## config.mk

```make
export PLATFORM = sky130hd
export DESIGN_NAME = pipe_stage_latch
export DESIGN_NICKNAME = d
export VERILOG_FILES = /design/src/rtl/pipe_latch_pkg.sv /design/src/rtl/pipe_entry.sv /design/src/rtl/pipe_stage_latch.sv
export SDC_FILE = /design/constraint.sdc
export NUM_CORES = 1
export LEC_CHECK = 0
export CORE_MARGIN = 10
export CORE_UTILIZATION = 50
export DETAILED_ROUTE_END_ITERATION = 10
export PLACE_DENSITY = 0.81
export SYNTH_ARGS = -nofsm -noshare
export SYNTH_HDL_FRONTEND = slang
export SYNTH_SLANG_ARGS = --single-unit
```

## constraint.sdc

```tcl
create_clock -name clk -period 4.6 [get_ports clk]
set_input_delay 0.46 -clock clk [delete_from_list [all_inputs] [get_ports clk]]
set_output_delay 0.46 -clock clk [all_outputs]
set_load 0.02 [all_outputs]
```

## src/rtl/pipe_latch_pkg.sv

```systemverilog
// Shared widths, control-bit positions and occupancy encoding for pipe_stage_latch.
package pipe_latch_pkg;

    localparam int unsigned DEF_INSN_W = 19;
    localparam int unsigned DEF_DATA_W = 32;
    localparam int unsigned DEF_NWORDS = 4;
    localparam int unsigned DEF_CTRL_W = 8;
    localparam int unsigned DEF_CNT_W  = 16;

    // Bit positions inside the ctrl field
    localparam int unsigned CTRL_WE      = 0;
    localparam int unsigned CTRL_RWD     = 1;
    localparam int unsigned CTRL_DMWE    = 2;
    localparam int unsigned CTRL_JAL     = 3;
    localparam int unsigned CTRL_RD30    = 4;
    localparam int unsigned CTRL_RD31    = 5;
    localparam int unsigned CTRL_WTTOREG = 6;
    localparam int unsigned CTRL_MATHEXC = 7;

    // Occupancy is {skid.valid, main.valid}; 2'b10 is unreachable
    typedef enum logic [1:0] {
        OCC_EMPTY = 2'b00,
        OCC_ONE   = 2'b01,
        OCC_FULL  = 2'b11
    } occ_state_e;

endpackage

```

## src/rtl/pipe_entry.sv

```systemverilog
// One latch entry: valid bit updated every cycle, payload captured on load, sync clear.
module pipe_entry #(
    parameter int unsigned INSN_W  = 19,
    parameter int unsigned WORDS_W = 128,
    parameter int unsigned CTRL_W  = 8
) (
    input  logic               clk,
    input  logic               clr,
    input  logic               load,
    input  logic               valid_next,
    input  logic [INSN_W-1:0]  insn_next,
    input  logic [WORDS_W-1:0] words_next,
    input  logic [CTRL_W-1:0]  ctrl_next,
    output logic               valid,
    output logic [INSN_W-1:0]  insn,
    output logic [WORDS_W-1:0] words,
    output logic [CTRL_W-1:0]  ctrl
);

    // Entry storage; payload only moves when load is asserted
    always_ff @(posedge clk) begin
        if (clr) begin
            valid <= 1'b0;
            insn  <= '0;
            words <= '0;
            ctrl  <= '0;
        end else begin
            valid <= valid_next;
            if (load) begin
                insn  <= insn_next;
                words <= words_next;
                ctrl  <= ctrl_next;
            end
        end
    end

endmodule

```

## src/rtl/pipe_stage_latch.sv

```systemverilog
// Inter-stage pipeline latch with valid/ready handshake, 2-entry skid, flush and bubble counter.
module pipe_stage_latch
    import pipe_latch_pkg::*;
#(
    parameter int unsigned INSN_W = DEF_INSN_W,
    parameter int unsigned DATA_W = DEF_DATA_W,
    parameter int unsigned NWORDS = DEF_NWORDS,
    parameter int unsigned CTRL_W = DEF_CTRL_W,
    parameter int unsigned CNT_W  = DEF_CNT_W
) (
    input  logic                     clk,
    input  logic                     clr,
    input  logic                     flush,
    input  logic                     in_valid,
    output logic                     in_ready,
    input  logic [INSN_W-1:0]        in_insn,
    input  logic [NWORDS*DATA_W-1:0] in_words,
    input  logic [CTRL_W-1:0]        in_ctrl,
    output logic                     out_valid,
    input  logic                     out_ready,
    output logic [INSN_W-1:0]        out_insn,
    output logic [NWORDS*DATA_W-1:0] out_words,
    output logic [CTRL_W-1:0]        out_ctrl,
    output logic [CNT_W-1:0]         bubble_cnt
);

    localparam int unsigned WORDS_W = NWORDS * DATA_W;

    logic               m_valid, s_valid;
    logic [INSN_W-1:0]  m_insn, s_insn;
    logic [WORDS_W-1:0] m_words, s_words;
    logic [CTRL_W-1:0]  m_ctrl, s_ctrl;

    logic               m_load, s_load, m_from_skid;
    logic               m_valid_next, s_valid_next;
    logic [INSN_W-1:0]  m_insn_next;
    logic [WORDS_W-1:0] m_words_next;
    logic [CTRL_W-1:0]  m_ctrl_next;

    logic       in_fire, out_fire;
    occ_state_e state;

    assign state    = occ_state_e'({s_valid, m_valid});
    assign in_ready = ~s_valid;
    assign in_fire  = in_valid & in_ready;
    assign out_fire = m_valid & out_ready;

    // Next occupancy and entry load controls; flush kills everything including this cycle's input
    always_comb begin
        m_load       = 1'b0;
        s_load       = 1'b0;
        m_from_skid  = 1'b0;
        m_valid_next = m_valid;
        s_valid_next = s_valid;
        if (flush) begin
            m_valid_next = 1'b0;
            s_valid_next = 1'b0;
        end else begin
            case (state)
                OCC_EMPTY: begin
                    if (in_fire) begin
                        m_load       = 1'b1;
                        m_valid_next = 1'b1;
                    end
                end
                OCC_ONE: begin
                    if (out_fire && in_fire) begin
                        m_load = 1'b1;
                    end else if (out_fire) begin
                        m_valid_next = 1'b0;
                    end else if (in_fire) begin
                        s_load       = 1'b1;
                        s_valid_next = 1'b1;
                    end
                end
                OCC_FULL: begin
                    if (out_fire) begin
                        m_load       = 1'b1;
                        m_from_skid  = 1'b1;
                        s_valid_next = 1'b0;
                    end
                end
                default: begin
                    m_valid_next = 1'b0;
                    s_valid_next = 1'b0;
                end
            endcase
        end
    end

    // Main entry refills from skid first so ordering stays FIFO
    always_comb begin
        m_insn_next  = in_insn;
        m_words_next = in_words;
        m_ctrl_next  = in_ctrl;
        if (m_from_skid) begin
            m_insn_next  = s_insn;
            m_words_next = s_words;
            m_ctrl_next  = s_ctrl;
        end
    end

    pipe_entry #(
        .INSN_W (INSN_W),
        .WORDS_W(WORDS_W),
        .CTRL_W (CTRL_W)
    ) u_main (
        .clk       (clk),
        .clr       (clr),
        .load      (m_load),
        .valid_next(m_valid_next),
        .insn_next (m_insn_next),
        .words_next(m_words_next),
        .ctrl_next (m_ctrl_next),
        .valid     (m_valid),
        .insn      (m_insn),
        .words     (m_words),
        .ctrl      (m_ctrl)
    );

    pipe_entry #(
        .INSN_W (INSN_W),
        .WORDS_W(WORDS_W),
        .CTRL_W (CTRL_W)
    ) u_skid (
        .clk       (clk),
        .clr       (clr),
        .load      (s_load),
        .valid_next(s_valid_next),
        .insn_next (in_insn),
        .words_next(in_words),
        .ctrl_next (in_ctrl),
        .valid     (s_valid),
        .insn      (s_insn),
        .words     (s_words),
        .ctrl      (s_ctrl)
    );

    // Saturating count of cycles where downstream was ready but nothing was offered
    always_ff @(posedge clk) begin
        if (clr) begin
            bubble_cnt <= '0;
        end else if (out_ready && !m_valid && (bubble_cnt != {CNT_W{1'b1}})) begin
            bubble_cnt <= bubble_cnt + CNT_W'(1);
        end
    end

    assign out_valid = m_valid;
    assign out_insn  = m_insn;
    assign out_words = m_words;
    // A bubble must never present live control bits downstream
    assign out_ctrl  = m_valid ? m_ctrl : '0;

endmodule

```

After elaboration in Yosys (flattened, before gate mapping)
Cells that the tools add are included.
{"block": "totals", "wordCells": 54, "out_inout_bits": 173, "in_bits": 160, "ff_bits": 328}
{"block": "op_classes", "n_mux": 22, "add_sub_neg": 1, "n_reduce_logical": 8, "n_eq_ne": 9, "bitwise": 5}
{"cell": "128-bit 2-to-1 mux", "count": 1}
{"cell": "19-bit 2-to-1 mux", "count": 1}
{"cell": "16-bit by 1-bit adder with 16-bit output, second input constant", "count": 1}
{"cell": "8-bit 2-to-1 mux", "count": 2}
{"cell": "16-bit inequality test, second input constant", "count": 1}
{"cell": "1-bit 2-to-1 mux", "count": 15}
{"cell": "2-bit inequality test, second input constant", "count": 6}
{"cell": "1-bit case mux with 3 select lines", "count": 3}
{"cell": "5-bit AND reduction", "count": 1}
{"cell": "4-bit AND reduction", "count": 1}
{"cell": "1-bit logical AND", "count": 3}
{"cell": "1-bit NOT", "count": 3}
{"cell": "1-bit AND", "count": 2}
{"cell": "2-bit by 1-bit == test with 1-bit output, second input constant", "count": 1}
{"cell": "2-bit == test, second input constant", "count": 1}
{"cell": "2-bit zero test", "count": 1}
{"cell": "2-bit OR reduction", "count": 1}
{"cell": "1-bit zero test", "count": 1}

Depth between registers and ports, before layout
Gate-level depths: netlist of the first run.
{"block": "logic_depth", "word_depth": 7, "mapped_depth": 6, "mapped_depth_nobuf": 5}

Cells and area by module
Synthesis of the first run repeated with hierarchy kept, for this count alone.
{"block": "unflattened", "cells_unflattened": 1293, "area_unflattened_um2": 13767.0}
{"mod": "pipe_entry", "area_per_inst_um2": 5512.8, "cells_each": 501, "seq_area_each_um2": 3123.0, "instances": 2}
{"mod": "pipe_stage_latch", "area_per_inst_um2": 2741.4, "cells_each": 291, "seq_area_each_um2": 320.3, "instances": 1}

Worst setup path after synthesis of the first run
OpenSTA, ideal clock, no wires.
{"block": "synth_timing", "kind": "register to register", "start": "register bubble_cnt[1]", "end": "register bubble_cnt[8]", "path_buffers": 0, "required_time_ns": 4.530, "path_stages_with_launch": 6, "slack_ns": 2.850, "synth_period_minus_slack_ns": 1.750, "setup_time_ns": 0.070, "arrival_ns": 1.679, "path_cell_list": "dfxtp_1 ha_1 and3b_1 nand2_1 or4_1 a21oi_1"}
{"block": "synth_via", "elab_chain_len": 2, "word_cells_on_any_way": 3, "classes_between": "add/sub: 1; eq/ne: 1; reduce/logical: 1"}
{"element": "from (decl)", "line_no": "pipe_stage_latch.sv:24", "text": "output logic [CNT_W-1:0] bubble_cnt"}
{"element": "from (signal assigned)", "line_no": "pipe_stage_latch.sv:144", "text": "bubble_cnt <= bubble_cnt + CNT_W'(1);"}
{"element": "branches (longest 2 deep; another with 16-bit by 1-bit adder with 16-bit output)"}
Several ways; the timed one is not identified.
A chain may end at the register's enable or synchronous reset.

Worst setup path in the final report of the first run
{"block": "layout_timing", "start": "register u_main.valid", "end": "register u_skid.words[13]"}
{"block": "layout_via", "elab_chain_len": 5, "word_cells_on_any_way": 7, "classes_between": "eq/ne: 1; mux: 4; bitwise: 1; reduce/logical: 1"}
{"element": "from (decl)", "line_no": "pipe_entry.sv:14", "text": "output logic valid,"}
{"element": "from (signal assigned)", "line_no": "pipe_entry.sv:28", "text": "valid <= valid_next;"}
{"element": "1-bit AND", "line_no": "pipe_stage_latch.sv:46", "text": "assign out_fire = m_valid & out_ready;"}
{"element": "1-bit 2-to-1 mux / 1-bit logical AND (equally long branches)", "line_no": "pipe_stage_latch.sv:69, pipe_stage_latch.sv:67"}
{"element": "1-bit 2-to-1 mux", "line_no": "pipe_stage_latch.sv:67", "text": "if (out_fire && in_fire) begin"}
{"element": "1-bit 2-to-1 mux *", "line_no": "pipe_stage_latch.sv:59", "text": "case (state)"}
{"element": "1-bit 2-to-1 mux *", "line_no": "pipe_stage_latch.sv:55", "text": "if (flush) begin"}
{"element": "to (signal assigned)", "line_no": "pipe_entry.sv:31", "text": "words <= words_next;"}
{"element": "to (decl)", "line_no": "pipe_entry.sv:16", "text": "output logic [WORDS_W-1:0] words,"}
Every way passes the cells marked *; elsewhere a longest branch is shown, timed or not.

==> results of run 1 <==
-- sequential cells by signal, indices dropped and copies added (netlist names) --
signal and flops:
u_main.ctrl 8, bubble_cnt 16, u_main.valid 1, u_skid.ctrl 8, u_skid.valid 1, u_main.words 128, u_main.insn 19, u_skid.insn 19
u_skid.words 128
-- cell families after synthesis --
logic type      count (synthesis)  share of synthesized area [%]
fa+ha+maj                       1                        0.09623
compound gates                338                          16.43
buf+inv                       130                          4.427
mux                           158                          12.18
flops                         328                          50.51
simple gates                  531                          16.36
-- cell usage in the layout, fill, tap and decap left out, types with 4 or more instances in the layout --
cell | Yosys | layout
a211oi_1 | 156 | 156
diode_2 | 0 | 7
buf_12 | 0 | 5
dfxtp_1 | 328 | 328
a21oi_1 | 162 | 162
or4_1 | 5 | 5
clkbuf_16 | 0 | 37
nand4_1 | 4 | 4
nand2_1 | 321 | 320
nor3_1 | 5 | 5
and2_1 | 9 | 8
nor2b_1 | 4 | 4
nor2_1 | 161 | 161
inv_1 | 5 | 5
a31oi_1 | 4 | 4
o31ai_1 | 4 | 4
buf_4 | 1 | 7
clkinv_2 | 0 | 5
clkdlybuf4s50_1 | 0 | 331
nand3_1 | 5 | 5
clkbuf_8 | 0 | 11
mux2i_1 | 157 | 157
-- power by group through the flow --
stage / sequential [uW] / combinational, uW / clock [uW]
final: 3020 / 798 / 2930
after global routing: 3030 / 858 / 3080
after CTS: 3020 / 803 / 2980
after detailed placement: 3080 / 797 / 0
after global placement: 3080 / 782 / 0
after floorplan: 3180 / 266 / 0
-- routing by layer --
| metal | global-route usage (%) | up-vias | part of all wire (%) |
|---|---|---|---|
| li1 | - | 5673 | - |
| met1 | 24.50 | 5415 | 41 |
| met2 | 36.04 | 297 | 50 |
| met3 | 6.174 | 49 | 6.8 |
| met4 | 8.331 | 0 | 2.8 |
| met5 | 0 | - | 0 |
-- worst register-to-register path, cell delays in order, from the launching register on --
cell     delay (ns)
dfxtp_1        0.68
nor3b_1        0.51
nand2_4        0.70
buf_4          0.61
nand2_1        0.14
a21oi_1        0.07
-- cell type report --
| class | count | area [um2] |
|---|---|---|
| Clock inverter | 10 | 135.1 |
| Tap cell | 330 | 412.9 |
| Inverter | 5 | 18.77 |
| Sequential cell | 328 | 6566 |
| Fill cell | 1980 | 7804 |
| Antenna cell | 7 | 17.52 |
| Timing Repair Buffer | 344 | 3481 |
| Multi-Input combinational cell | 1028 | 5876 |
| Clock buffer | 51 | 1089 |
-- per-stage QoR --
stage	hold WS, ns	instance area [um2]
finish	0.4517	17600
global route	0.4646	17590
CTS	0.4538	17580
detailed placement	0.4456	16350
floorplan	0.4357	13000
global placement	0.4401	16350
-- path summary, 6_finish.rpt --
path	cells past startpoint	to	from
max	5	u_skid.words[13]$_SDFFE_PP0P_	u_main.valid$_SDFFE_PP0P_
min	2	u_skid.insn[15]$_SDFFE_PP0P_	u_skid.insn[15]$_SDFFE_PP0P_
max reg2reg	5	u_skid.words[13]$_SDFFE_PP0P_	u_main.valid$_SDFFE_PP0P_
min reg2reg	2	u_skid.insn[15]$_SDFFE_PP0P_	u_skid.insn[15]$_SDFFE_PP0P_
==> impl_metrics.yaml, run 1 <==
pwr:
  p_clk_share_pct: 43.4
  p_per_area_nw_per_um2: 383.4
  p_seq_share_pct: 44.7
  vdd_drop_max_mv: 0.3777
  p_int_uw: 5153
  total_power_uw: 6747
  p_sw_uw: 1594
  p_sw_share_pct: 23.62
  pwr-share-comb_pct: 11.8
  power.leakage_uw: 0.007085
critical_path:
  path_buf_inv: 1
  critPathLaunchType: "register"
  cpMaxStageDelayCell: "nand2_4"
  critPathKind: "reg2reg"
  worstPathCellList: "nor3b_1, nand2_4, buf_4, nand2_1, a21oi_1"
  critPathTopFamily: "simple AND/OR/NAND/NOR gates"
  critical_path_peak_fanout: 95
  cp.required_ns: 4.94
  rrSetupSlack_ns: 1.73
  cp_slowest_stage_delay_ns: 0.70
  end_kind: "register"
  arrival_ns: 3.21
timing:
  period_share_pct: 62.39
  worst_pin_slew_ns: 1.157
  fmax_ghz: 0.3484
  setup_tns_ns: 0
  max_slew_margin_pct: 22.85
  rsz0062_at_grt: "false"
  final-setup-viol-count: 0
  finalHoldViolations: 0
  fin_ws_ns: 1.730
  post-route-min-period_ns: 2.870
  final.setup_skew_ns: 0.01436
  slew_viol_final: 0
yosys:
  yosysUniqueCellTypes: 38
  syn_inst: 1486
  synth_common_cells: "328 x dfxtp_1, 321 x nand2_1, 162 x a21oi_1"
  ys_warn_count: 0
  ys_seq_area_share_pct: 50.51
  synthTopCellsByArea: "dfxtp_1 51%, mux2i_1 12%, nand2_1 9.3%"
  synth_seq_cells: 328
  yosysMostFrequentCell: "dfxtp_1"
  synth_top_area_cell: "dfxtp_1"
  synth_top_area_share_pct: 50.51
  synthFlopType: "dfxtp_1"
  async_reset_ff_share_pct: 0
  synth_area_um2: 13000
  synthesis.nets: 1647
  syn_avg_cell_area_um2: 8.748
  synth-edff-count: 0
grt:
  antenna_found_initial: 6
  grt_pass1_vias: 11020
  grt_overflow: 0
  grt_max_degree: 188
  grt_use_total_pct: 21.17
  grt_pass1_wl_mm: 58.59
flow_run:
  maxCapViolations: 0
routing:
  drc_errors: 0
  drtIter0Drc: 695
  vias_per_cell: 5.437
  wl_mm: 37.31
  ant_nets: 0
  first_pass_iters: 4
  routedWlPerCell_um: 17.74
  vias: 11434
placed_design:
  post-dp-hpwl_mm: 24.53
  gp_congestion: 0.8264
  dpl.cell_count: 2035
  pre_cts_slack_ns: 1.461
  io_buffers: 332
final_layout:
  fin_cells: 2103
  drive_gt1_share_pct: 4.304
  final_core_util_pct: 69.28
  syn_to_final_growth_pct: 35.35
  fin_nets: 1904
hold_path:
  hold_path_class: "reg2reg"
clocking:
  clk_pin_slew_ns: 0.06
  post_cts_buffers: 0
  cts_made_buffers: 36
  cts_max_path_buffers: 3
  clk_latency_ns: 0.50
  cts_tree: "built"
  ctsResizeCount: 0
  hold_buffers: 0
  clockRootBuffer: "clkbuf_16"
  numClockSinks: 328
  htreeDepth: 2
die:
  dieArea_um2: 32850
  core.rowCount: 58
  start_util_pct: 51.18
  die_w_um: 181.2
  dieHeight_um: 181.2
  core_area_um2: 25400
  pin_count: 333
run_status:
  status: "finished, final reports clean"
Note: power is estimated with default switching activity, not from simulation.
==> run 2: changes to the inputs <==
Settings changed: CORE_UTILIZATION 50 to 44, PLACE_DENSITY 0.81 to 0.76.
Clock period 4.6 ns to 2.35 ns, I/O delays scaled along.
==> impl_metrics.yaml, run 2 (synthesis results as in run 1) <==
run_status:
  status: "finished, final reports clean"
critical_path:
  rrSetupSlack_ns: 0.43
  critPathLaunchType: "register"
  cp.required_ns: 2.12
  critical_path_peak_fanout: 11
  rr_endpoint: "u_main.words[57]$_SDFFE_PP0P_"
  arrival_ns: 1.92
  critPathKind: "reg2out"
  worst-r2r-cell-count: 6
  r2r_start: "u_main.valid$_SDFFE_PP0P_"
  critPathCapture: "out_ctrl[4]"
  end_kind: "output port"
  critical_path.startpoint: "u_main.valid$_SDFFE_PP0P_"
pwr:
  p_per_area_nw_per_um2: 717.2
  power.leakage_uw: 0.007181
  vdd_drop_max_mv: 0.5443
clocking:
  clk_pin_slew_ns: 0.06
  clockRootBuffer: "clkbuf_16"
  cts_made_buffers: 36
  cts_max_path_buffers: 3
  htreeDepth: 2
  post_cts_buffers: 0
  ctsResizeCount: 0
  hold_buffers: 0
  numClockSinks: 328
  cts_tree: "built"
  clk_latency_ns: 0.50
final_layout:
  top_regs: "u_main.words: 128 flops, u_skid.words: 128 flops"
  fill_cells: 2458
  multi_input_area_um2: 5876
  syn_to_final_growth_pct: 37.30
  final_common_cell: "clkdlybuf4s50_1"
  final_cell_mix: "331 x clkdlybuf4s50_1, 327 x dfxtp_1, 320 x nand2_1"
  seq_area_um2: 6568
  final_core_util_pct: 61.68
  fin_nets: 1923
  drive_gt1_share_pct: 5.157
flow_run:
  maxCapViolations: 0
routing:
  wl_mm: 37.74
  routedWlPerCell_um: 17.36
  drc_errors: 0
  vias_per_cell: 5.223
  drtIter0Drc: 662
  vias: 11355
  ant_nets: 0
  first_pass_iters: 5
die:
  core.rowCount: 62
  dieArea_um2: 36820
  pin_count: 333
  die_w_um: 191.9
  core_area_um2: 28940
  dieHeight_um: 191.9
  start_util_pct: 44.93
timing:
  final.setup_skew_ns: 0.01205
  rsz0062_at_grt: "false"
  slew_viol_final: 0
  post-route-min-period_ns: 2.159
  worst_pin_slew_ns: 0.7200
  period_share_pct: 91.86
  setup_tns_ns: 0
  finalHoldViolations: 0
  fmax_ghz: 0.4632
  final-setup-viol-count: 0
  fin_ws_ns: 0.1913
  max_slew_margin_pct: 52.00
grt:
  grt_overflow: 0
  grt_max_degree: 113
  grt_pass1_wl_mm: 59.13
  antenna_found_initial: 4
  grt_use_total_pct: 19.35
  grt_pass1_vias: 10978
hold_path:
  hold_path_class: "in2reg"
placed_design:
  io_buffers: 332
  post-dp-hpwl_mm: 25.78
  pre_cts_slack_ns: 0.2645
  gp_congestion: 0.8005
## run 2: changes by cell type in the layout (fill, tap and decap cells not counted), sizes merged
cell / change
buf: +19
bufinv: -3
clkinvlp: +2
clkbuf: +1
diode: -1
inv: -1
## run 2: layout make-up
type | count | area share, %
Clock inverter | 8 | 0.2524
Sequential cell | 328 | 36.80
Antenna cell | 6 | 0.08412
Inverter | 5 | 0.1052
Timing Repair Buffer | 363 | 21.14
Clock buffer | 52 | 6.008
Tap cell | 384 | 2.692
Multi-Input combinational cell | 1028 | 32.92
## run 2: how the worst min path moves through the flow
stage	start	end	slack [ns]	cells after the start
2_1_floorplan	flush	u_main.valid$_SDFFE_PP0P_	0.31	1
3_3_place_gp	u_skid.words[90]$_SDFFE_PP0P_	u_skid.words[90]$_SDFFE_PP0P_	0.44	2
3_5_place_dp	u_skid.words[86]$_SDFFE_PP0P_	u_skid.words[86]$_SDFFE_PP0P_	0.45	2
4_1_cts	clr	u_skid.words[99]$_SDFFE_PP0P_	0.08	2
5_1_grt	clr	u_skid.words[98]$_SDFFE_PP0P_	0.1	2
6_report	clr	u_skid.words[99]$_SDFFE_PP0P_	0.11	2
## run 2: through the flow
stage	total power, uW	cell area [um2]	cells	hold WS [ns]
after floorplan	6754	13000	1486	0.3143
after global placement	7598	16710	2108	0.4405
after detailed placement	7629	16710	2108	0.4456
after CTS	12940	17830	2168	0.08223
after global routing	13310	17840	2169	0.09796
final	12800	17850	2174	0.1068
## run 2: critical path, cell delays in order (launching register included)
cell and delay (ns):
dfxtp_2 0.46, buf_4 0.19, and2_1 0.16, clkdlybuf4s50_1 0.61
## run 2: report_power, final
part | switching, uW | internal, uW | leakage, uW
logic | 808 | 784 | 0.00396
clock network | 2150 | 3150 | 0.000552
registers | 131 | 5780 | 0.00267
total | 3080 | 9720 | 0.00718
## run 2: routing by layer
metal / share of wire, % / vias to the layer above / GRT usage [%]
li1: - / 5707 / -
met1: 42 / 5296 / 23.60
met2: 48 / 277 / 32.60
met3: 6.2 / 73 / 4.099
met4: 3.3 / 2 / 7.813
met5: 0.029 / - / 0
